--- src/rtl/ctrl_pkg.sv ---
// Shared types and ISA constants for the ctrl_decode_fsm control unit.
// Instruction fields: op=ir[15:12] rdest=ir[11:8] ext=ir[7:4] rsrc=ir[3:0].
package ctrl_pkg;

  typedef enum logic [2:0] {
    S_FETCH,
    S_DECODE,
    S_EXEC,
    S_WB,
    S_HALT
  } state_t;

  typedef enum logic [2:0] {
    K_ALU,
    K_JAL,
    K_JCOND,
    K_BCOND,
    K_ILL
  } kind_t;

  typedef enum logic [1:0] {
    B_RS,
    B_IMM8,
    B_IMM4
  } bsel_t;

  typedef struct packed {
    kind_t      kind;
    bsel_t      bsel;
    logic [7:0] opc;
    logic       wr;
    logic       upd;
  } dec_t;

  localparam logic [3:0] OP_RTYPE = 4'h0;
  localparam logic [3:0] OP_ANDI  = 4'h1;
  localparam logic [3:0] OP_ORI   = 4'h2;
  localparam logic [3:0] OP_XORI  = 4'h3;
  localparam logic [3:0] OP_SPEC  = 4'h4;
  localparam logic [3:0] OP_ADDI  = 4'h5;
  localparam logic [3:0] OP_ADDUI = 4'h6;
  localparam logic [3:0] OP_ADDCI = 4'h7;
  localparam logic [3:0] OP_SHIFT = 4'h8;
  localparam logic [3:0] OP_SUBI  = 4'h9;
  localparam logic [3:0] OP_SUBCI = 4'hA;
  localparam logic [3:0] OP_CMPI  = 4'hB;
  localparam logic [3:0] OP_BCOND = 4'hC;
  localparam logic [3:0] OP_MOVI  = 4'hD;
  localparam logic [3:0] OP_LUI   = 4'hF;

  localparam logic [3:0] EXT_AND   = 4'h1;
  localparam logic [3:0] EXT_ADD   = 4'h5;
  localparam logic [3:0] EXT_SUB   = 4'h9;
  localparam logic [3:0] EXT_CMP   = 4'hB;
  localparam logic [3:0] EXT_LOAD  = 4'h0;
  localparam logic [3:0] EXT_STOR  = 4'h4;
  localparam logic [3:0] EXT_JAL   = 4'h8;
  localparam logic [3:0] EXT_JCOND = 4'hC;
  localparam logic [3:0] EXT_LSH   = 4'h4;
  localparam logic [3:0] EXT_ASHU  = 4'h6;

  localparam logic [3:0] CC_EQ = 4'h0;
  localparam logic [3:0] CC_NE = 4'h1;
  localparam logic [3:0] CC_CS = 4'h2;
  localparam logic [3:0] CC_CC = 4'h3;
  localparam logic [3:0] CC_HI = 4'h4;
  localparam logic [3:0] CC_LS = 4'h5;
  localparam logic [3:0] CC_GT = 4'h6;
  localparam logic [3:0] CC_LE = 4'h7;
  localparam logic [3:0] CC_FS = 4'h8;
  localparam logic [3:0] CC_FC = 4'h9;
  localparam logic [3:0] CC_LO = 4'hA;
  localparam logic [3:0] CC_HS = 4'hB;
  localparam logic [3:0] CC_LT = 4'hC;
  localparam logic [3:0] CC_GE = 4'hD;
  localparam logic [3:0] CC_UC = 4'hE;
  localparam logic [3:0] CC_NV = 4'hF;

  localparam int PSR_C = 4;
  localparam int PSR_L = 3;
  localparam int PSR_F = 2;
  localparam int PSR_Z = 1;
  localparam int PSR_N = 0;

  function automatic logic is_imm_op(
    input logic [3:0] op
  );
    return op inside {
      OP_ANDI, OP_ORI, OP_XORI,
      OP_ADDI, OP_ADDUI, OP_ADDCI,
      OP_SUBI, OP_SUBCI, OP_CMPI,
      OP_MOVI, OP_LUI
    };
  endfunction

  // Only add/sub/compare/and families move the flags.
  function automatic logic psr_upd(
    input logic [7:0] opc
  );
    return opc inside {
      {OP_RTYPE, EXT_ADD}, {OP_ADDI, 4'h0},
      {OP_RTYPE, EXT_SUB}, {OP_SUBI, 4'h0},
      {OP_RTYPE, EXT_CMP}, {OP_CMPI, 4'h0},
      {OP_RTYPE, EXT_AND}, {OP_ANDI, 4'h0}
    };
  endfunction

endpackage

--- src/rtl/cond_eval.sv ---
// Branch/jump condition evaluator.
// Pure combinational: PSR flags and 4-bit condition to taken.
module cond_eval
  import ctrl_pkg::*;
(
  input  logic [4:0] psr,
  input  logic [3:0] cond,
  output logic       taken
);

  logic c, l, f, z, n;

  assign c = psr[PSR_C];
  assign l = psr[PSR_L];
  assign f = psr[PSR_F];
  assign z = psr[PSR_Z];
  assign n = psr[PSR_N];

  always_comb begin
    taken = 1'b0;
    unique case (cond)
      CC_EQ: taken = z;
      CC_NE: taken = ~z;
      CC_CS: taken = c;
      CC_CC: taken = ~c;
      CC_HI: taken = l;
      CC_LS: taken = ~l;
      CC_GT: taken = n;
      CC_LE: taken = ~n;
      CC_FS: taken = f;
      CC_FC: taken = ~f;
      CC_LO: taken = ~l & ~z;
      CC_HS: taken = l | z;
      CC_LT: taken = ~n & ~z;
      CC_GE: taken = n | z;
      CC_UC: taken = 1'b1;
      CC_NV: taken = 1'b0;
    endcase
  end

endmodule

--- src/rtl/ctrl_decode_fsm.sv ---
// Multi-cycle fetch/decode/execute/writeback control unit.
// Define ILLEGAL_TRAP_EN to halt on illegal instructions until reset.
module ctrl_decode_fsm
  import ctrl_pkg::*;
#(
  parameter logic [15:0] RESET_PC = 16'h0000,
  parameter int          PC_W     = 16
) (
  input  logic            clk,
  input  logic            reset,
  input  logic            instr_valid,
  input  logic [15:0]     instr_data,
  output logic            instr_ready,
  output logic [PC_W-1:0] pc,
  output logic [3:0]      rf_raddr_a,
  output logic [3:0]      rf_raddr_b,
  input  logic [15:0]     rf_rdata_a,
  input  logic [15:0]     rf_rdata_b,
  output logic            rf_we,
  output logic [3:0]      rf_waddr,
  output logic [15:0]     rf_wdata,
  output logic [7:0]      alu_opcode,
  output logic [15:0]     alu_a,
  output logic [15:0]     alu_b,
  input  logic [15:0]     alu_c,
  input  logic [4:0]      alu_flags,
  output logic [4:0]      psr,
  output logic            illegal
);

  state_t state, state_n;

  logic [15:0]     ir;
  logic [15:0]     b_q;
  logic [15:0]     c_q;
  logic            taken_q;
  logic            taken;
  dec_t            dec;
  logic [15:0]     b_n;
  logic [PC_W-1:0] pc_inc;
  logic [PC_W-1:0] pc_br;
  logic [PC_W-1:0] pc_n;
  logic            ill_wb;

  logic [3:0] op;
  logic [3:0] ext;

  assign op  = ir[15:12];
  assign ext = ir[7:4];

  always_comb begin
    dec      = '0;
    dec.kind = K_ILL;
    dec.bsel = B_RS;
    dec.opc  = {op, ext};
    unique case (1'b1)
      op == OP_RTYPE:
        dec.kind = K_ALU;
      is_imm_op(op): begin
        dec.kind = K_ALU;
        dec.bsel = B_IMM8;
        dec.opc  = {op, 4'h0};
      end
      op == OP_SHIFT &&
      (ext == EXT_LSH || ext == EXT_ASHU):
        dec.kind = K_ALU;
      op == OP_SHIFT && ext[3:2] == 2'b00: begin
        dec.kind = K_ALU;
        dec.bsel = B_IMM4;
      end
      op == OP_SPEC && ext == EXT_JAL:
        dec.kind = K_JAL;
      op == OP_SPEC && ext == EXT_JCOND:
        dec.kind = K_JCOND;
      op == OP_BCOND:
        dec.kind = K_BCOND;
      default: ;
    endcase
    dec.wr  = (dec.kind == K_ALU) &&
              (dec.opc != {OP_RTYPE, EXT_CMP}) &&
              (dec.opc != {OP_CMPI, 4'h0});
    dec.upd = (dec.kind == K_ALU) && psr_upd(dec.opc);
  end

  always_comb begin
    b_n = rf_rdata_b;
    unique case (dec.bsel)
      B_IMM8:  b_n = {8'h00, ir[7:0]};
      B_IMM4:  b_n = {12'h000, ir[3:0]};
      default: b_n = rf_rdata_b;
    endcase
  end

  // Condition is checked against the PSR before this instruction's update.
  cond_eval u_cond (
    .psr   (psr),
    .cond  (ir[11:8]),
    .taken (taken)
  );

  assign pc_inc = pc + PC_W'(1);
  assign pc_br  = pc + {{8{ir[7]}}, ir[7:0]};
  assign ill_wb = (state == S_WB) && (dec.kind == K_ILL);

  always_comb begin
    pc_n = pc_inc;
    unique case (dec.kind)
      K_JAL:   pc_n = b_q;
      K_JCOND: pc_n = taken_q ? b_q : pc_inc;
      K_BCOND: pc_n = taken_q ? pc_br : pc_inc;
      default: pc_n = pc_inc;
    endcase
  end

  always_comb begin
    state_n = state;
    unique case (state)
      S_FETCH:  if (instr_valid) state_n = S_DECODE;
      S_DECODE: state_n = S_EXEC;
      S_EXEC:   state_n = S_WB;
`ifdef ILLEGAL_TRAP_EN
      S_WB:     state_n = ill_wb ? S_HALT : S_FETCH;
      S_HALT:   state_n = S_HALT;
`else
      S_WB:     state_n = S_FETCH;
`endif
      default:  state_n = S_FETCH;
    endcase
  end

  always_ff @(posedge clk) begin
    if (reset) begin
      state      <= S_FETCH;
      pc         <= RESET_PC;
      psr        <= '0;
      ir         <= '0;
      alu_opcode <= '0;
      alu_a      <= '0;
      alu_b      <= '0;
      b_q        <= '0;
      c_q        <= '0;
      taken_q    <= 1'b0;
    end else begin
      state <= state_n;
      unique case (state)
        S_FETCH:
          if (instr_valid) ir <= instr_data;
        S_DECODE: begin
          alu_opcode <= dec.opc;
          alu_a      <= rf_rdata_a;
          alu_b      <= b_n;
          b_q        <= rf_rdata_b;
        end
        S_EXEC: begin
          c_q     <= alu_c;
          taken_q <= taken;
          if (dec.upd) psr <= alu_flags;
        end
        S_WB: begin
`ifdef ILLEGAL_TRAP_EN
          if (!ill_wb) pc <= pc_n;
`else
          pc <= pc_n;
`endif
        end
        default: ;
      endcase
    end
  end

  assign instr_ready = (state == S_FETCH);
  assign rf_raddr_a  = ir[11:8];
  assign rf_raddr_b  = ir[3:0];
  assign rf_waddr    = ir[11:8];
  assign rf_we       = (state == S_WB) &&
                       (dec.wr || dec.kind == K_JAL);
  assign rf_wdata    = (dec.kind == K_JAL) ?
                       pc_inc : c_q;

`ifdef ILLEGAL_TRAP_EN
  assign illegal = ill_wb || (state == S_HALT);
`else
  assign illegal = ill_wb;
`endif

endmodule

--- config.mk ---
export PLATFORM = sky130hd
export DESIGN_NAME = ctrl_decode_fsm
export DESIGN_NICKNAME = d
export VERILOG_FILES = /design/src/rtl/ctrl_pkg.sv /design/src/rtl/cond_eval.sv /design/src/rtl/ctrl_decode_fsm.sv
export SDC_FILE = /design/constraint.sdc
export NUM_CORES = 1
export LEC_CHECK = 0
export CAP_MARGIN = 40
export CORE_MARGIN = 3
export CORE_UTILIZATION = 48
export DETAILED_ROUTE_END_ITERATION = 8
export GPL_ROUTABILITY_DRIVEN = 0
export HOLD_SLACK_MARGIN = 0.15
export PLACE_DENSITY = 0.8
export REMOVE_ABC_BUFFERS = 1
export SLEW_MARGIN = 20
export SYNTH_ARGS = -nofsm -noshare
export SYNTH_HDL_FRONTEND = slang
export SYNTH_HIERARCHICAL = 1
export SYNTH_SLANG_ARGS = --single-unit
export TNS_END_PERCENT = 100
--- constraint.sdc ---
create_clock -name clk -period 4.15 [get_ports clk]
set_input_delay 0.415 -clock clk [delete_from_list [all_inputs] [get_ports clk]]
set_output_delay 0.415 -clock clk [all_outputs]
set_load 0.05 [all_outputs]
==> results by group <==
Clock tree
  – CTS Buf Count: 9
  – Hold-fix buffers at CTS: 0
  – CTS clk-pin slew, worst paths: about 70 ps
  – Clock root buffer: clkbuf_16
  – CTS tree: done
  – Clk Latency, worst-skew pair: about 360 ps
  – H-tree depth: 3
  – Clock Path Buffers: 2
  – Post-CTS Setup Bufs: 0
  – Resize count post-CTS: 0
  – # clock sinks: 112

Placement
  – Hpwl dp: around 13,000 um
  – DP Area: between 8000 and 9000 um^2
  – Placement Setup Slack: about 1100 ps
  – Port Buffers: around 160

Pwr
  – Clock share of power: 0.269
  – Pint: slightly below 2 mW
  – Worst IR Drop VDD: 306 uV
  – Comb power frac: 0.311
  – P_sw: 1.04 mW
  – PwrDens: roughly 360 nW/um^2
  – Pwr Total: about 3.0 mW
  – Sequential share of power: 0.421
  – P_leak: about 3.0 nW
  – Net Sw Frac: 0.351

Route
  – Final ANT Viol Nets: 0
  – DR vias: between 6,000 and 7,000
  – Initial drt markers: 521
  – Pre-Repair DR Iteration Count: 5
  – Total Wirelength: around 18,000 um
  – Post-route DRC: 0
  – Routed vias/inst: 5.66
  – WL/cell: around 17 um

Yosys
  – Synth area leaders: dfxtp_1 (35%), mux2i_1 (10%), a21oi_1 (5.6%)
  – Post-synth top area cell: dfxtp_1
  – Post-Synthesis Cell Area: around 6400 um^2
  – Cells after Synth: between 700 and 800
  – Top_reg_cell synth: dfxtp_1
  – Synth top area share: 0.349
  – Seq/Total Area, Yosys: 0.349
  – Top-count cell post-synth: dfxtp_1
  – Yosys synthesis warning count: 6
  – Post-synth top cells: dfxtp_1 (112), nand2_1 (95), nor2_1 (90)
  – Mean post-synth cell area: 8.04 um^2
  – Register bit total from synthesis: ~110
  – Async SR Flop Fraction: 0
  – Distinct cells, synth: 70
  – Number of synthesized flops with an enable pin: 0

Critical path
  – Crit path launch: ir[14]
  – Required time worst endpoint: around 3700 ps
  – Crit path cell chain: nor3b_4 -> nand3b_1 -> buf_4 -> a21oi_1 -> clkdlybuf4s50_1
  – CP arrival: around 3100 ps
  – FF-to-FF path depth: 6
  – Crit path buf inv count: 2
  – CP Max Fanout: 17
  – WS Path Type: flip-flop to output port
  – CP max-delay cell: clkdlybuf4s50_1
  – Worst setup path endpoint: rf_we
  – Slowest stage delay, CP: about 880 ps
  – R2R Path End: pc[0]
  – CP Capture Type: output port
  – Worst setup SP type: flip-flop
  – FF-to-FF setup slack: about 1500 ps
  – Worst r2r src: ir[14]
  – CP delay by family, top: buffers and inverters
  – Worst path depth: 5

Timing
  – Tmin final: about 3500 ps
  – Max frequency: around 290 MHz
  – Final setup TNS: 0 ps
  – Final hold vios: 0
  – Worst slew pin tran: roughly 790 ps
  – Max-slew headroom: 0.475
  – Clock Skew: approximately 10 ps
  – Slew Viols, Final: 0
  – Final worst setup slack: between 600 and 700 ps
  – RSZ-0062 raised after global routing: no
  – Fin crit share: 0.843
  – # setup viols final: 0

Floorplan
  – Initial Util: 0.500
  – Core area: about 13,000 um^2
  – Die width: 122 um
  – Rows: 41
  – Die area: 14,800 um^2
  – Die H: ~120 um
  – I/O pins: about 160

GRT
  – First-pass GRT wire length: slightly below 30,000 um
  – GR Overflow Total: 0
  – GR Util All Layers: 0.247
  – Largest net degree at the start of global routing: 61
  – Vias in the first global route: a little under 6,000
  – Initial antenna violation count: 0

Final layout
  – Util after Layout: 0.648
  – Fin area: just over 8000 um^2
  – Fill cells: 1,142
  – Share of layout cells above drive strength 1: 0.0400
  – Net count, final: 1,016
  – Antenna diodes: 0
  – Area Growth Syn to Fin: 29.6%
  – Register area: 2240 um^2
  – Footprint of the multi-input gates: around 3800 um^2

Job
  – MaxCap Viol Count: 0

Min path
  – Hold WC Path Type: flip-flop to flip-flop

Run status
  – Status: complete, no violations
-- area by class of cell --
cell class | instances | area share
multi-input combinational | 612 | 0.462
sequential | 112 | 0.270
timing repair buffer | 171 | 0.205
clock buffer | 11 | 0.0280
tap | 172 | 0.0259
inverter | 14 | 0.00632
clock inverter | 4 | 0.00361
-- metrics by stage --
stage	hold slack (ps)	instances
after floorplan	435	738
after global placement	456	1079
after detailed placement	458	1081
after CTS	475	1096
after global routing	490	1096
final	468	1096
-- logic make-up after synthesis --
family,Yosys count,synth area share
AND/OR/NAND/NOR,310,0.235
AO/OA/AOI/OAI,195,0.188
flip-flops,112,0.349
buffers and inverters,74,0.0538
multiplexers,65,0.102
adder cells (fa/ha/maj),24,0.0480
XOR/XNOR,18,0.0246
-- worst reg2reg max path, stage by stage, from the launching register on --
cell      delay, ps
dfxtp_1         450
nor3b_4         440
nand3b_1        450
buf_4           360
and2_0          330
a221oi_1        330
a221oi_1        120
-- routing by layer --
metal | part of all wire | wire, um | track usage | vias up
met3 | 0.098 | 1780 | 0.0775 | 26
met5 | 0 | 0 | 0 | -
met1 | 0.44 | 7990 | 0.333 | 2824
met4 | 0.016 | 296 | 0.0735 | 0
met2 | 0.45 | 8090 | 0.381 | 271
li1 | - | - | - | 3078
-- sequential cells by signal, indices dropped and copies added, names as in the netlist --
name and cells:
alu_a 16, alu_b 16, b_q 16, c_q 16
ir 16, pc 16, alu_opcode 8, psr 5
state 2, taken_q 1
-- worst min path at each step --
stage,startpoint,end,slack [ps],cells past startpoint
after floorplan,b_q[1],pc[1],440,2
after global routing,alu_b[10],alu_b[10],490,2
after CTS,alu_b[11],alu_b[11],470,2
after detailed placement,alu_opcode[0],alu_opcode[0],460,2
after global placement,alu_b[8],alu_b[8],460,2
final,alu_b[14],alu_b[14],470,2
-- cells in the final DEF, fill, tap and decap left out, types with 3 or more instances in the layout --
| master | count |
|---|---|
| clkdlybuf4s50_1 | 162 |
| dfxtp_1 | 112 |
| nand2_1 | 95 |
| nor2_1 | 90 |
| a21oi_1 | 72 |
| mux2i_1 | 64 |
| o21ai_0 | 47 |
| nand3_1 | 33 |
| ha_1 | 22 |
| nand2b_1 | 21 |
| o211ai_1 | 14 |
| inv_1 | 14 |
| nand4_1 | 10 |
| xnor2_1 | 10 |
| nor3_1 | 9 |
| a211oi_1 | 9 |
| clkbuf_16 | 9 |
| xor2_1 | 8 |
| buf_4 | 8 |
| a21o_1 | 7 |
| a221oi_1 | 7 |
| and3_1 | 6 |
| and2_1 | 6 |
| a31oi_1 | 6 |
| nor3b_1 | 5 |
| nand3b_1 | 4 |
| nor4_1 | 4 |
| o31ai_1 | 4 |
| or3_1 | 4 |
| nor2b_1 | 3 |
| and4_1 | 3 |
-- power by group through the flow --
| stage | combinational [mW] | sequential, mW | clock, mW |
|---|---|---|---|
| floorplan | 0.433 | 1.43 | 0 |
| global placement | 0.909 | 1.27 | 0 |
| detailed placement | 0.922 | 1.27 | 0 |
| CTS | 0.926 | 1.25 | 0.822 |
| global route | 1.00 | 1.26 | 0.848 |
| finish | 0.924 | 1.25 | 0.798 |
(Power assumes the default switching activity.)
